`config.mk`:
```
export PLATFORM = sky130hd
export DESIGN_NAME = simmem_release_arbiter
export DESIGN_NICKNAME = d
export VERILOG_FILES = /design/src/rtl/simmem_pkg.sv /design/src/rtl/simmem_rr_picker.sv /design/src/rtl/simmem_release_arbiter.sv
export SDC_FILE = /design/constraint.sdc
export NUM_CORES = 1
export LEC_CHECK = 0
export BUFFER_PORTS_ARGS = -buffer_cell sky130_fd_sc_hd__buf_4
export CAP_MARGIN = 20
export CORE_MARGIN = 2
export CORE_UTILIZATION = 45
export DETAILED_ROUTE_END_ITERATION = 7
export GPL_TIMING_DRIVEN = 0
export PLACE_DENSITY = 0.74
export SYNTH_ARGS = -nofsm -noshare
export SYNTH_HDL_FRONTEND = slang
export SYNTH_SLANG_ARGS = --single-unit
```
`constraint.sdc`:
```
create_clock -name clk_i -period 1.5 [get_ports clk_i]
set_input_delay 0.225 -clock clk_i [delete_from_list [all_inputs] [get_ports clk_i]]
set_output_delay 0.225 -clock clk_i [all_outputs]
set_load 0.02 [all_outputs]
```
`src/rtl/simmem_pkg.sv`:
```
// Shared definitions for the simulated-memory response path: bank capacities,
// internal-identifier types and the release-arbiter state encoding.
package simmem_pkg;

    localparam int unsigned WRspBankCapa  = 4;
    localparam int unsigned RDataBankCapa = 4;

    typedef logic [$clog2(WRspBankCapa)-1:0]  write_iid_t;
    typedef logic [$clog2(RDataBankCapa)-1:0] read_iid_t;

    typedef enum logic {
        EMPTY = 1'b0,
        FULL  = 1'b1
    } arb_state_e;

endpackage

```
`src/rtl/simmem_rr_picker.sv`:
```
// Combinational round-robin picker: grants the first request at or above the
// pointer, wrapping to the lowest request when none lies at or above it.
module simmem_rr_picker #(
    parameter int unsigned Width    = 4,
    parameter int unsigned IdxWidth = $clog2(Width)
) (
    input  logic [Width-1:0]    i_req,
    input  logic [IdxWidth-1:0] i_ptr,
    output logic [Width-1:0]    o_gnt_onehot,
    output logic [IdxWidth-1:0] o_gnt_idx,
    output logic                o_gnt_any
);

    logic                w_hi_found;
    logic [IdxWidth-1:0] w_hi_idx;
    logic [IdxWidth-1:0] w_lo_idx;

    // Scanning downward lets the lowest matching index win in both searches.
    // NOTE: every always_comb output gets a default first so no latch is inferred.
    always_comb begin
        w_hi_found = 1'b0;
        w_hi_idx   = '0;
        w_lo_idx   = '0;
        for (int i = Width - 1; i >= 0; i--) begin
            if (i_req[i]) begin
                w_lo_idx = IdxWidth'(i);
                if (IdxWidth'(i) >= i_ptr) begin
                    w_hi_found = 1'b1;
                    w_hi_idx   = IdxWidth'(i);
                end
            end
        end
    end

    assign o_gnt_any = |i_req;
    assign o_gnt_idx = w_hi_found ? w_hi_idx : w_lo_idx;

    always_comb begin
        o_gnt_onehot = '0;
        if (o_gnt_any) begin
            o_gnt_onehot[o_gnt_idx] = 1'b1;
        end
    end

endmodule

```
`src/rtl/simmem_release_arbiter.sv`:
```
// Round-robin release arbiter between the delay calculator and a response bank.
// Optional stall counter output enabled by defining SIMMEM_RELEASE_ARB_STATS_EN.
module simmem_release_arbiter
    import simmem_pkg::*;
#(
    parameter int unsigned Capacity = WRspBankCapa,
    parameter int unsigned IidWidth = $clog2(Capacity)
) (
    input  logic                clk_i,
    input  logic                rst_ni,
    input  logic [Capacity-1:0] release_en_mhot_i,
    output logic                rsp_valid_o,
    output logic [IidWidth-1:0] rsp_iid_o,
    input  logic                rsp_ready_i,
    output logic [Capacity-1:0] released_iid_onehot_o
`ifdef SIMMEM_RELEASE_ARB_STATS_EN
    ,
    output logic [31:0]         stall_cnt_o
`endif
);

    arb_state_e          r_state;
    arb_state_e          w_state_next;
    logic [IidWidth-1:0] r_iid;
    logic [IidWidth-1:0] w_iid_next;
    logic [IidWidth-1:0] r_rr_ptr;
    logic [IidWidth-1:0] w_ptr_after_rel;
    logic [Capacity-1:0] r_held_onehot;
    logic [Capacity-1:0] w_held_onehot_next;
    logic [Capacity-1:0] r_last_rel_mask;
    logic [Capacity-1:0] w_held_mask;
    logic [Capacity-1:0] w_eligible;
    logic [Capacity-1:0] w_gnt_onehot;
    logic [IidWidth-1:0] w_gnt_idx;
    logic                w_gnt_any;
    logic                w_handshake;

    assign w_handshake = (r_state == FULL) && rsp_ready_i;
    assign w_held_mask = (r_state == FULL) ? r_held_onehot : '0;

    // The held iid is masked too, so a handshake cycle never re-grants what it releases.
    assign w_eligible  = release_en_mhot_i & ~w_held_mask & ~r_last_rel_mask;

    assign w_ptr_after_rel = (r_iid == IidWidth'(Capacity - 1)) ? '0 : r_iid + 1'b1;

    simmem_rr_picker #(
        .Width    (Capacity),
        .IdxWidth (IidWidth)
    ) u_picker (
        .i_req        (w_eligible),
        .i_ptr        (r_rr_ptr),
        .o_gnt_onehot (w_gnt_onehot),
        .o_gnt_idx    (w_gnt_idx),
        .o_gnt_any    (w_gnt_any)
    );

    always_comb begin
        w_state_next       = r_state;
        w_iid_next         = r_iid;
        w_held_onehot_next = r_held_onehot;
        case (r_state)
            EMPTY: begin
                if (w_gnt_any) begin
                    w_state_next       = FULL;
                    w_iid_next         = w_gnt_idx;
                    w_held_onehot_next = w_gnt_onehot;
                end
            end
            FULL: begin
                if (w_handshake) begin
                    if (w_gnt_any) begin
                        w_iid_next         = w_gnt_idx;
                        w_held_onehot_next = w_gnt_onehot;
                    end else begin
                        w_state_next = EMPTY;
                    end
                end
            end
            default: w_state_next = EMPTY;
        endcase
    end

    // NOTE: sequential state uses non-blocking assignments so every register samples pre-edge values.
    always_ff @(posedge clk_i or negedge rst_ni) begin
        if (!rst_ni) begin
            r_state         <= EMPTY;
            r_iid           <= '0;
            r_held_onehot   <= '0;
            r_rr_ptr        <= '0;
            r_last_rel_mask <= '0;
        end else begin
            r_state         <= w_state_next;
            r_iid           <= w_iid_next;
            r_held_onehot   <= w_held_onehot_next;
            r_last_rel_mask <= w_handshake ? r_held_onehot : '0;
            if (w_handshake) begin
                r_rr_ptr <= w_ptr_after_rel;
            end
        end
    end

    assign rsp_valid_o           = (r_state == FULL);
    assign rsp_iid_o             = r_iid;
    assign released_iid_onehot_o = w_handshake ? r_held_onehot : '0;

`ifdef SIMMEM_RELEASE_ARB_STATS_EN
    logic [31:0] r_stall_cnt;

    always_ff @(posedge clk_i or negedge rst_ni) begin
        if (!rst_ni) begin
            r_stall_cnt <= '0;
        end else if (rsp_valid_o && !rsp_ready_i && (r_stall_cnt != '1)) begin
            r_stall_cnt <= r_stall_cnt + 32'd1;
        end
    end

    assign stall_cnt_o = r_stall_cnt;
`endif

endmodule
```
[After elaboration in Yosys (flattened, before gate mapping)]
Cells that the tools add are included.
Storage, ports and cells
  flip-flop bits (word level): 13
  bits of input ports: 7
  output and inout port bits: 7
  logic and storage cells: 57
Cells by class
  add/subtract/negate cells: 1
  $lt $le $gt $ge: 6
  equality and inequality tests: 2
  mux-type cells: 35
  bitwise operators: 5
  reductions and logical operators: 3
Operator list (number)
  two-way mux 2 bit: 16
  two-way mux 4 bit: 4
  two-way mux 1 bit: 11
  AND 4 bit: 2
  NOT 4 bit: 2
  case mux 4 bit (2 select lines): 1
  greater-or-equal comparator 1 x 2 -> 1 bit, first input constant: 2
  greater-or-equal comparator 2 bit, first input constant: 2
  case mux 2 bit (2 select lines): 1
  OR reduction 4 bit: 1
  less-than comparator 2 x 3 -> 1 bit, second input constant: 1
  adder 2 x 1 -> 2 bit, second input constant: 1
  demux 1 bit (select 2 bit): 1
  == test 2 bit, second input constant: 1
  greater-or-equal comparator 2 x 1 -> 1 bit, second input constant: 1
  logical AND 1 bit: 2
  != test 2 x 1 -> 1 bit, second input constant: 1
  case mux 1 bit (2 select lines): 1
  NOT 1 bit: 1

[Depth between registers and ports, before layout]
  word-level depth: 19
  mapped depth: 6
  mapped depth without buffers: 5

[Modules after synthesis]
Synthesis repeated with hierarchy kept, for this count alone.
Second synthesis, totals
  cells, all modules: 70
  area total of the unflattened synthesis: 744.5 sq um
Modules (own cells, without submodules)
  simmem_release_arbiter: times used 1, cells each 40, area an instance 569.3 sq um, seq. area each 325.3 sq um
  simmem_rr_picker: times used 1, cells each 30, area an instance 175.2 sq um, seq. area each 0.0 sq um

[Worst setup path after synthesis]
No wires, ideal clock.
  kind: register -> register
  start point: register r_state, in the netlist rsp_valid_o
  end point: register r_held_onehot[1]
  library setup time: 0.125 ns
  data arrival time: 1.396 ns
  required time: 1.375 ns
  path slack: -0.021 ns
  cell stages (with the launch flop): 7
  path buffers: 1
  clock period less this slack: 1.521 ns
  cell sequence: dfrtp_1 buf_6 nand2_2 nand2_4 nand3_4 o21ai_4 mux2_4
On the way
  cells in the longest elaborated chain, start to end: 19
  elaborated cells between the ends (all ways): 35
  classes of those cells: 2 x order compare; 1 x eq/ne; 25 x mux; 4 x bitwise; 3 x reduce/logical
Ends and longest elaborated chain
  start: declaration: RTL line simmem_release_arbiter.sv:22  | arb_state_e r_state;
  start signal: assignment: RTL line simmem_release_arbiter.sv:92  | r_state <= w_state_next;
  two-way mux 4 bit: RTL line simmem_release_arbiter.sv:39  | assign w_held_mask = (r_state == FULL) ? r_held_onehot : '0;
  NOT 4 bit: RTL line simmem_release_arbiter.sv:42  | assign w_eligible = release_en_mhot_i & ~w_held_mask & ~r_last_rel_mask;
  AND 4 bit (2 in series): RTL line simmem_release_arbiter.sv:42
  two-way mux 2 bit or two-way mux 1 bit (tied branches): RTL line simmem_rr_picker.sv:25  | if (i_req[i]) begin
  two-way mux 2 bit or two-way mux 1 bit (tied branches): RTL line simmem_rr_picker.sv:27  | if (IdxWidth'(i) >= i_ptr) begin
  two-way mux 2 bit or two-way mux 1 bit (tied branches): RTL line simmem_rr_picker.sv:25
  two-way mux 2 bit or two-way mux 1 bit (tied branches): RTL line simmem_rr_picker.sv:27
  two-way mux 2 bit or two-way mux 1 bit (tied branches): RTL line simmem_rr_picker.sv:25
  (+2 left out)
  two-way mux 2 bit: RTL line simmem_rr_picker.sv:36  | assign o_gnt_idx = w_hi_found ? w_hi_idx : w_lo_idx;
  less-than comparator 2 x 3 -> 1 bit (not written as such) or greater-or-equal comparator 2 x 1 -> 1 bit (tied branches): RTL line simmem_rr_picker.sv:41  | o_gnt_onehot[o_gnt_idx] = 1'b1;
  logical AND 1 bit (not written as such): RTL line simmem_rr_picker.sv:41
  two-way mux 1 bit (not written as such): RTL line simmem_rr_picker.sv:41
  demux 1 bit (select 2 bit)
  two-way mux 4 bit: RTL line simmem_release_arbiter.sv:63, simmem_release_arbiter.sv:71
  two-way mux 4 bit: RTL line simmem_release_arbiter.sv:70  | if (w_handshake) begin
  case mux 4 bit (2 select lines): RTL line simmem_release_arbiter.sv:61  | case (r_state)
  end signal: assignment: RTL line simmem_release_arbiter.sv:94  | r_held_onehot <= w_held_onehot_next;
  end: declaration: RTL line simmem_release_arbiter.sv:28  | logic [Capacity-1:0] r_held_onehot;
Parallel ways exist; a longest one is shown, timed or not. The select of a mux whose other input is x is not followed.
A chain may end at the register's enable or synchronous reset.

[Final worst setup path]
  start point: register r_state, in the netlist rsp_valid_o
  end point: register r_held_onehot[3]
The elaborated chain is that of the path after synthesis.

==> results.md <==
* Number of synthesized flops with an enable pin at 0
* Max Slew Vio Count at 0
* Seq cells post-synth at 13
* Die area at 2154 um2
* DR WL/cell at between 10 and 15 um
* First DRT Iteration DRCs at 35
* PwrDens at 1807 nW/um2
* Pin count of the biggest net entering global routing at 14
* CP Max Fanout at 8
* Slew HR at 73.73%
* Fillers at 150
* Total gr overflow at 0
* Clock Path Buffers at 2
* Top cells by count, synth: dfrtp_1, nand2_1
* Synth-to-layout area growth at 29.21%
* Synth warn at 0
* Core area at roughly 1700 um2
* Setup WS pre-CTS at 14.30 ps
* FF-to-FF setup slack at 1 ps
* Final wirelength at 1715 um
* Die span in y at around 46 um
* Via count at between 600 and 700
* Port Buffers at 13
* Pre-Repair DR Iteration Count at 4
* F_max at 0.6673 GHz
* GR Util All Layers at 16.65%
* Root Buffer: clkbuf_4
* Worst slew pin tran at 394.1 ps
* Critical path class: reg -> reg
* Nets at 109
* Final std cells w/o fill at 125
* Dpl hpwl at 1127 um
* Inst Count DP at 113
* Antenna viol nets, final at 0
* R2R depth at 7
* Avg Cell Area, Syn at 10.79 um2
* Share of layout cells above drive strength 1 at 47.00%
* Startpoint Class: flop
* Worst setup path start: rsp_valid_o$_DFF_PN0_
* Die W at 46.42 um
* Mapped cell area at ~810 um2
* Initial Util at 47.40%
* Hold path cells at 2
* First-pass GRT wire length at 2442 um
* Fin util at about three fifths
* Setup TNS at 0 ps
* Worst Slack Setup Final at 1.467 ps
* Num CTS Buffers at 3
* Unrepaired setup endpoints after global routing: true
* Fin crit period at 1499 ps
* Syn Inst Count at 75
* Top-area cell type share of the netlist area at 40.19%
* Main flop type after synthesis: dfrtp_1
* Clock-pin slew on the worst setup and hold paths at around 80 ps
* Total leakage power at 0.5178 nW
* Period utilization at 99.90%
* Critical path arrival at 1670 ps
* Diodes inserted at 0
* Max-cap violations at 0
* Post-synth top area cell: dfrtp_1
* Initial antenna violation count at 0
* Residual DRC at 0
* Largest cells by area after synthesis: dfrtp_1, nand3b_4, and3_2
* FP Rows at 15
* Sequential Area at roughly 330 um2
* Worst setup EP type: flop
* Drt via density at between 5 and 6
* Area of the multi-input gates at between 400 and 500 um2
* Most frequent cell after synthesis: dfrtp_1
* WP data required at between 1500 and 2000 ps
* Syn_nets at 83
* Max Clock Skew at 2.596 ps
* Clk sinks at 13
* Crit Reg-Reg Startpoint: rsp_valid_o$_DFF_PN0_
* Finish-stage setup viols at 0
* Final hold violations at 0
* Post-synth cell types at 33
* Synth async-reset ratio at 100.0%
* CTS tree: built
* VDD IR max at ~1000 uV
* Critical Path Sink: r_held_onehot[3]$_DFFE_PN0P_
* H-tree depth at 1
* FF-to-FF End: r_held_onehot[3]$_DFFE_PN0P_
* GPL Wtd Cong at between 0.7 and 0.8
* Class of the worst hold path: in -> reg
* Vias in the first global route at 575
* Status: finished, final reports clean
* Seq/Total Area, Yosys at 40.19%
* I/O pins at 14
* Clock latency on the worst-skew pair at 280 ps
-- worst max-delay path, stage by stage, from the launching register on --
cell and delay (ps):
dfrtp_2 430, buf_8 150, nand2_4 70, nand3b_4 110
buf_4 160, a21oi_1 130, a211oi_1 70, mux2_4 270
-- worst min path at each step --
stage / end / startpoint / slack (ps)
after floorplan: r_held_onehot[0]$_DFFE_PN0P_ / rst_ni / -70
after global placement: r_held_onehot[3]$_DFFE_PN0P_ / rst_ni / 80
after detailed placement: r_last_rel_mask[3]$_DFF_PN0_ / rst_ni / 80
after CTS: r_last_rel_mask[1]$_DFF_PN0_ / rsp_ready_i / 270
after global routing: r_last_rel_mask[1]$_DFF_PN0_ / rsp_ready_i / 280
final: r_last_rel_mask[1]$_DFF_PN0_ / rsp_ready_i / 280
-- metal layers --
layer	vias up	GRT usage [%]	part of all wire (%)
met3	4	3.529	5.1
met5	-	0	0
met4	0	8.571	1.5
met1	337	21.36	45
li1	329	-	-
met2	26	26.11	48
-- where the power goes --
part           internal [mW]  leakage (nW)  total (mW)  switching, mW
logic                  0.535         0.339        1.09          0.556
clock network          0.103        0.0150       0.222          0.118
registers              0.478         0.164       0.578         0.0993
-- cell families after synthesis --
logic type	count (synthesis)	synth area share, %
mux	4	6.337
flops	13	40.19
buf+inv	8	5.717
fa+ha+maj	1	1.545
simple gates	26	25.50
compound gates	23	20.71
-- stage by stage --
stage          area, um2  hold slack (ps)  total power, mW
3_5_place_dp       939.7            80.20            1.552
3_3_place_gp       939.7            78.29            1.538
5_1_grt             1046            275.2            2.009
4_1_cts             1013            274.2            1.836
6_report            1046            275.7            1.891
2_1_floorplan      810.8           -70.59            1.317
-- area by class of cell --
type,instances,share of cell area (%)
buffer,4,3.349
clock buffer,4,2.512
inverter,4,1.435
multi-input combinational,54,43.18
sequential,13,31.22
tap,25,2.990
timing repair buffer,21,15.31
-- sequential cells by signal, summed over array words and instances, names as in the netlist --
| signal | flops |
|---|---|
| r_held_onehot | 4 |
| r_last_rel_mask | 4 |
| r_rr_ptr | 2 |
| rsp_iid_o | 2 |
| rsp_valid_o | 1 |
-- cell usage in the layout, fill, tap and decap left out --
cell	count
buf_4	20
dfrtp_1	12
nand2_1	6
and3_2	4
inv_1	4
nand2_4	4
o21ai_0	4
a21oi_1	4
a211oi_1	3
clkbuf_4	3
and3b_1	2
nand3b_4	2
nor2_1	2
mux2_4	2
o221ai_1	2
a32o_2	2
o22ai_1	2
buf_8	1
nand2_2	1
buf_6	1
and2b_2	1
nand3_4	1
buf_2	1
mux2_2	1
buf_1	1
nand3b_1	1
o21ai_4	1
o31ai_1	1
and3b_4	1
o211ai_1	1
nand3_1	1
o211a_1	1
a31oi_1	1
o21ai_1	1
mux2i_1	1
ha_1	1
clkbuf_1	1
dlygate4sd3_1	1
dfrtp_2	1
-- timing repair --
action,in CTS,in global routing
hold buffers,1,0
pin swaps,3,3
endpoints found under the hold margin,13,0
resized for setup,0,5
buffers inserted,5,2
setup endpoints to repair,2,4
No activity file was read; power rests on OpenSTA's default activity.
